<file path="src/rtl/johnson_decoder.sv">
// johnson_decoder: decodes a sampled Johnson-coded count bus into a binary
// index and a one-hot vector, flags illegal codes and out-of-sequence steps,
// tracks lock to the counting sequence and keeps a saturating error count.
// All outputs are registered, one clock after the sampling edge.
//
// Optional build macro JDEC_FLYWHEEL_EN: while LOCKED, a single bad sample
// is bridged by advancing to the predicted index; lock drops only after two
// consecutive bad samples.
module johnson_decoder #(
    parameter int WIDTH      = 4,
    parameter int LOCK_CNT   = 3,
    parameter int ALLOW_HOLD = 0,
    localparam int IW        = $clog2(2 * WIDTH)
) (
    input  logic                 clk,
    input  logic                 reset,
    input  logic [WIDTH-1:0]     jc_in,
    input  logic                 jc_valid,
    input  logic                 clr_err,
    output logic [IW-1:0]        index,
    output logic [2*WIDTH-1:0]   onehot,
    output logic                 index_valid,
    output logic                 code_err,
    output logic                 seq_err,
    output logic                 locked,
    output logic [7:0]           err_count
);

    typedef enum logic [1:0] {
        UNLOCKED = 2'd0,
        LOCKING  = 2'd1,
        LOCKED   = 2'd2
    } state_t;

    state_t               state_q, state_d;
    logic [IW-1:0]        index_q, index_d;
    logic [2*WIDTH-1:0]   onehot_q, onehot_d;
    logic                 index_valid_q, index_valid_d;
    logic                 code_err_q, code_err_d;
    logic                 seq_err_q, seq_err_d;
    logic                 locked_q, locked_d;
    logic [3:0]           step_q, step_d;
    logic [7:0]           err_count_q, err_count_d;
`ifdef JDEC_FLYWHEEL_EN
    logic                 bad_q, bad_d;
`endif

    logic                 legal;
    logic                 correct;
    logic                 hold;
    logic [IW-1:0]        samp_idx;
    logic [IW-1:0]        pred_idx;

    // A legal code is a run of ones anchored at bit0 (includes all-zero)
    // or a run of ones anchored at the msb; x & (x+1) == 0 detects a low run.
    function automatic logic is_legal(input logic [WIDTH-1:0] c);
        logic [WIDTH-1:0] n;
        n = ~c;
        return ((c & (c + WIDTH'(1))) == '0) || ((n & (n + WIDTH'(1))) == '0);
    endfunction

    function automatic logic [IW:0] popcount(input logic [WIDTH-1:0] c);
        logic [IW:0] n;
        n = '0;
        for (int i = 0; i < WIDTH; i++) begin
            n = n + (IW + 1)'(c[i]);
        end
        return n;
    endfunction

    // msb clear: index is the number of ones; msb set: count down from 2*WIDTH
    // (all-ones naturally lands on WIDTH).
    function automatic logic [IW-1:0] decode(input logic [WIDTH-1:0] c);
        logic [IW:0] p;
        logic [IW:0] full;
        p    = popcount(c);
        full = (IW + 1)'(2 * WIDTH);
        if (c[WIDTH-1]) begin
            return IW'(full - p);
        end
        return IW'(p);
    endfunction

    function automatic logic [IW-1:0] next_idx(input logic [IW-1:0] i);
        if (i == IW'(2 * WIDTH - 1)) begin
            return '0;
        end
        return i + IW'(1);
    endfunction

    function automatic logic [7:0] sat_inc(input logic [7:0] v);
        return (v == 8'hFF) ? v : v + 8'd1;
    endfunction

    // Sample classification; the registered index doubles as prev_index.
    always_comb begin
        legal    = is_legal(jc_in);
        samp_idx = decode(jc_in);
        pred_idx = next_idx(index_q);
        correct  = legal && (samp_idx == pred_idx);
        hold     = legal && (ALLOW_HOLD != 0) && (samp_idx == index_q);
    end

    // Next-state and output computation for the lock FSM.
    always_comb begin
        state_d       = state_q;
        index_d       = index_q;
        step_d        = step_q;
        index_valid_d = 1'b0;
        code_err_d    = 1'b0;
        seq_err_d     = 1'b0;
`ifdef JDEC_FLYWHEEL_EN
        bad_d         = bad_q;
`endif
        if (jc_valid) begin
            code_err_d = ~legal;
            case (state_q)
                UNLOCKED: begin
                    if (legal) begin
                        index_d       = samp_idx;
                        index_valid_d = 1'b1;
                        step_d        = 4'd0;
                        state_d       = LOCKING;
                    end
                end
                LOCKING: begin
                    if (!legal) begin
                        state_d = UNLOCKED;
                    end else if (hold) begin
                        index_valid_d = 1'b1;
                    end else if (correct) begin
                        index_d       = samp_idx;
                        index_valid_d = 1'b1;
                        step_d        = step_q + 4'd1;
                        if (step_q == 4'(LOCK_CNT - 1)) begin
                            state_d = LOCKED;
                        end
                    end else begin
                        seq_err_d     = 1'b1;
                        index_d       = samp_idx;
                        index_valid_d = 1'b1;
                        step_d        = 4'd0;
                    end
                end
                LOCKED: begin
                    if (hold) begin
                        index_valid_d = 1'b1;
                    end else if (correct) begin
                        index_d       = samp_idx;
                        index_valid_d = 1'b1;
`ifdef JDEC_FLYWHEEL_EN
                        bad_d         = 1'b0;
`endif
                    end else begin
                        seq_err_d = legal;
`ifdef JDEC_FLYWHEEL_EN
                        if (bad_q) begin
                            // Second bad sample in a row: give up the flywheel.
                            state_d = UNLOCKED;
                            if (legal) begin
                                index_d       = samp_idx;
                                index_valid_d = 1'b1;
                            end
                        end else begin
                            bad_d         = 1'b1;
                            index_d       = pred_idx;
                            index_valid_d = 1'b1;
                        end
`else
                        state_d = UNLOCKED;
                        if (legal) begin
                            index_d       = samp_idx;
                            index_valid_d = 1'b1;
                        end
`endif
                    end
                end
                default: begin
                    state_d = UNLOCKED;
                end
            endcase
        end
`ifdef JDEC_FLYWHEEL_EN
        if (state_d != LOCKED) begin
            bad_d = 1'b0;
        end
`endif
        onehot_d = (2 * WIDTH)'(1) << index_d;
        locked_d = (state_d == LOCKED);
        if (clr_err) begin
            err_count_d = 8'd0;
        end else if (code_err_d || seq_err_d) begin
            err_count_d = sat_inc(err_count_q);
        end else begin
            err_count_d = err_count_q;
        end
    end

    // State and registered outputs, asynchronously reset.
    always_ff @(posedge clk or posedge reset) begin
        if (reset) begin
            state_q       <= UNLOCKED;
            index_q       <= '0;
            onehot_q      <= (2 * WIDTH)'(1);
            index_valid_q <= 1'b0;
            code_err_q    <= 1'b0;
            seq_err_q     <= 1'b0;
            locked_q      <= 1'b0;
            step_q        <= 4'd0;
            err_count_q   <= 8'd0;
`ifdef JDEC_FLYWHEEL_EN
            bad_q         <= 1'b0;
`endif
        end else begin
            state_q       <= state_d;
            index_q       <= index_d;
            onehot_q      <= onehot_d;
            index_valid_q <= index_valid_d;
            code_err_q    <= code_err_d;
            seq_err_q     <= seq_err_d;
            locked_q      <= locked_d;
            step_q        <= step_d;
            err_count_q   <= err_count_d;
`ifdef JDEC_FLYWHEEL_EN
            bad_q         <= bad_d;
`endif
        end
    end

    assign index       = index_q;
    assign onehot      = onehot_q;
    assign index_valid = index_valid_q;
    assign code_err    = code_err_q;
    assign seq_err     = seq_err_q;
    assign locked      = locked_q;
    assign err_count   = err_count_q;

endmodule

</file>
<file path="config.mk">
export PLATFORM = sky130hd
export DESIGN_NAME = johnson_decoder
export DESIGN_NICKNAME = d
export VERILOG_FILES = /design/src/rtl/johnson_decoder.sv
export SDC_FILE = /design/constraint.sdc
export NUM_CORES = 1
export LEC_CHECK = 0
export BUFFER_PORTS_ARGS = -buffer_cell sky130_fd_sc_hd__buf_2
export CAP_MARGIN = 25
export CELL_PAD_IN_SITES_DETAIL_PLACEMENT = 1
export CELL_PAD_IN_SITES_GLOBAL_PLACEMENT = 1
export CORE_ASPECT_RATIO = 0.75
export CORE_MARGIN = 2
export CORE_UTILIZATION = 39
export DETAILED_ROUTE_END_ITERATION = 10
export PLACE_DENSITY_LB_ADDON = 0.1
export SYNTH_ARGS = -nofsm -noshare
export SYNTH_HDL_FRONTEND = slang
export SYNTH_SLANG_ARGS = --single-unit
</file>
<file path="constraint.sdc">
create_clock -name clk -period 1.96 [get_ports clk]
set_input_delay 0 -clock clk [delete_from_list [all_inputs] [get_ports clk]]
set_output_delay 0 -clock clk [all_outputs]
set_load 0.03 [all_outputs]
</file>
==> out/metrics.yaml <==
final_layout:
  fillers: 474
  diodes: 0
  drive_gt1_share_pct: 50.9
  nNetsFinal: 258
  finalInstanceArea_um2: 2580
  area.growth.synth_to_final_pct: 49.3
setup_path:
  required_ns: 2.19
  worstSetupStartpointType: "input pin"
  worst-setup-path-type: "in2reg"
  cp-end-kind: "flop"
  arrival_ns: 2.68
  crit_fanout: 5
floorplanning:
  die_x_um: 80.9
  die_h_um: 61.7
  rows: 20
  initial_core_util_pct: 41.7
  core-area_um2: 4150
  io_pins: 31
  die_area_um2: 4990
synth:
  synth.distinct_cells: 54
  synth-seq-area-share_pct: 42.0
  syn_inst: 163
  syn-cell-area_um2: 1730
  yosys_register_bits: 29
  syn_avg_cell_area_um2: 10.6
  yosys.area.top_type: "dfrtp_1"
  synth_most_common_cell: "dfrtp_1"
  synth-edff-count: 0
  synth_fp_nets: 188
  synthFlopType: "dfrtp_1"
  async_flop_share_pct: 100
  synth_commonest_cells: "dfrtp_1, ha_1, nor2_1, inv_1, nand2_1"
  synth_area_leaders: "dfrtp_1, ha_1, xnor2_1, nor2_1, inv_1"
  synth_warnings: 0
  netlist.area_leader.share_pct: 40.5
global_route:
  grt_pass1_wl_um: 8070
  grt_pass1_vias: 1635
  antenna_found_initial: 0
  grt_util_met2_pct: 40.0
  grt_max_degree: 18
  busiest_layer: "met2"
  use_met3_pct: 5.87
  met1_usage_pct: 27.2
  grt_usage_pct: 22.6
  gr-total-overflow: 0
clocking:
  clk_pin_slew_ns: 0.07
  cts_tree: "built"
  cts_buffers: 5
  cts-root-buf: "clkbuf_8"
  clock_sinks: 29
  clock_path_buffers: 2
  cts_max_level: 2
  clock_latency_ns: 0.29
route:
  drt_pass1_iterations: 4
  drc: 0
  vias: 1503
  wl_um: 5070
  vias_per_cell: 5.20
  ant_nets: 0
  first_iter_violations: 76
  wl_per_cell_um: 17.5
place:
  placed_cell_area_um2: 2200
  gp_congestion: 0.807
  place_ws_ns: -0.786
  port_buffers: 30
  dp_hpwl_um: 3510
power:
  p_per_area_nw_per_um2: 1250
  leakage_nw: 1.24
  switching_share_pct: 39.7
  irDropWorstVdd_mv: 0.782
  p_int_mw: 1.94
  seq_power_share_pct: 24.8
  pwr-share-clk_pct: 20.4
  p_sw_mw: 1.28
  pwr-share-comb_pct: 54.7
sta:
  slew_headroom_pct: 62.9
  rsz0062_at_grt: "yes"
  fin_crit_sh_pct: 125
  clock_skew_ns: 0.00480
  timing.setup.tns_ns: -7.61
  whs_ns: 0.133
  max_freq_ghz: 0.407
  setup_viol: 25
  period_needed_ns: 2.46
  worst_slew_pin_slew_ns: 0.550
  finalWorstSetupSlack_ns: -0.497
  hold_viol_final: 0
  slew_viol_final: 0
status:
  status: "finished, violations left"
  violations: "negative setup slack"
flow_run:
  drv_cap: 0
worst_hold_path:
  hp-class: "in2reg"
## power by group through the flow
stage               logic, mW  clock network [mW]  registers [mW]
floorplan               0.723                   0           0.985
global placement         1.37                   0           0.789
detailed placement       1.43                   0           0.803
CTS                      1.60               0.664           0.791
global route             1.89               0.698           0.816
finish                   1.76               0.658           0.800
## placed cells by master, fill, tap and decap left out, types with 2 or more instances in the layout
| cell type | n |
|---|---|
| a211oi_2 | 2 |
| a21oi_2 | 3 |
| a21oi_4 | 2 |
| a32o_2 | 2 |
| and2_1 | 2 |
| and3_1 | 4 |
| buf_12 | 2 |
| buf_2 | 28 |
| buf_4 | 25 |
| buf_6 | 9 |
| clkbuf_8 | 6 |
| dfrtp_1 | 28 |
| dlygate4sd3_1 | 2 |
| ha_1 | 12 |
| ha_2 | 2 |
| ha_4 | 2 |
| inv_1 | 7 |
| inv_2 | 4 |
| nand2_1 | 9 |
| nand2_2 | 2 |
| nand2b_4 | 2 |
| nand3_1 | 4 |
| nand3b_1 | 2 |
| nand4_1 | 3 |
| nor2_1 | 12 |
| nor2_2 | 4 |
| nor2b_1 | 2 |
| o211ai_1 | 2 |
| o21ai_0 | 2 |
| o21ai_2 | 2 |
| xnor2_1 | 6 |
| xnor2_2 | 2 |
## worst max-delay path, cell delays in order
cell and delay [ns]:
buf_6 0.10, fa_1 0.47, ha_2 0.20, ha_4 0.27, inv_2 0.04, ha_4 0.20, mux2_4 0.29, xor2_4 0.18
nor3_4 0.31, a41oi_1 0.16, a31oi_1 0.24, and4b_1 0.22
## kinds of logic after synthesis
logic type      share of synthesized area [%]
simple gates                             18.1
compound gates                           14.2
flops                                    42.0
fa+ha+maj                                12.7
buf+inv                                  3.33
xor+xnor                                 7.52
mux                                      2.10
## cell type report
class	count	area [um2]	share of cell area (%)
clock buffers	6	82.6	3.20
clock inverters	2	37.5	1.45
inverters	11	41.3	1.60
multi-input cells	120	1140	44.0
flip-flops and latches	29	727	28.1
well taps	55	68.8	2.66
repair buffers	66	489	18.9
## registers in the layout, summed over array words and instances, names as in the netlist
signal,cells
state_q,2
code_err,1
err_count,8
seq_err,1
step_q,4
index_valid,1
onehot,8
index,3
locked,1
## stage by stage
| step | cells | power (mW) | util, % |
|---|---|---|---|
| after floorplan | 163 | 1.71 | - |
| after global placement | 268 | 2.16 | 53.0 |
| after detailed placement | 268 | 2.24 | 53.0 |
| after CTS | 286 | 3.06 | 59.6 |
| after global routing | 289 | 3.40 | 62.2 |
| final | 289 | 3.22 | 62.2 |
## path summary, 6_finish.rpt
kind,slack (ns),cells after the start,startpoint,endpoint
worst max-delay path,-0.50,12,jc_in[0],locked
worst min-delay path,0.13,3,jc_valid,step_q[3]
worst max register to register,-0.31,7,index[0],locked
worst min register to register,0.50,1,step_q[3],step_q[3]
max in group asynchronous,1.05,4,reset,step_q[3]
min in group asynchronous,0.28,3,reset,onehot[7]
## per-layer routing
layer / vias to the layer above / share of wire, % / wire [um]
met5: - / 0 / 0
met4: 0 / 1.5 / 78
met3: 7 / 3.0 / 153
met2: 24 / 51 / 2600
met1: 760 / 44 / 2240
li1: 712 / - / -
## timing repair
| action | 4_1_cts | 5_1_grt |
|---|---|---|
| hold buffers | 2 | 0 |
| buffers inserted | 8 | 4 |
| gates resized for setup | 16 | 20 |
| pin swaps | 11 | 13 |
| hold endpoints to repair | 16 | 0 |
| setup endpoints to repair | 24 | 25 |
(Power assumes the default switching activity.)
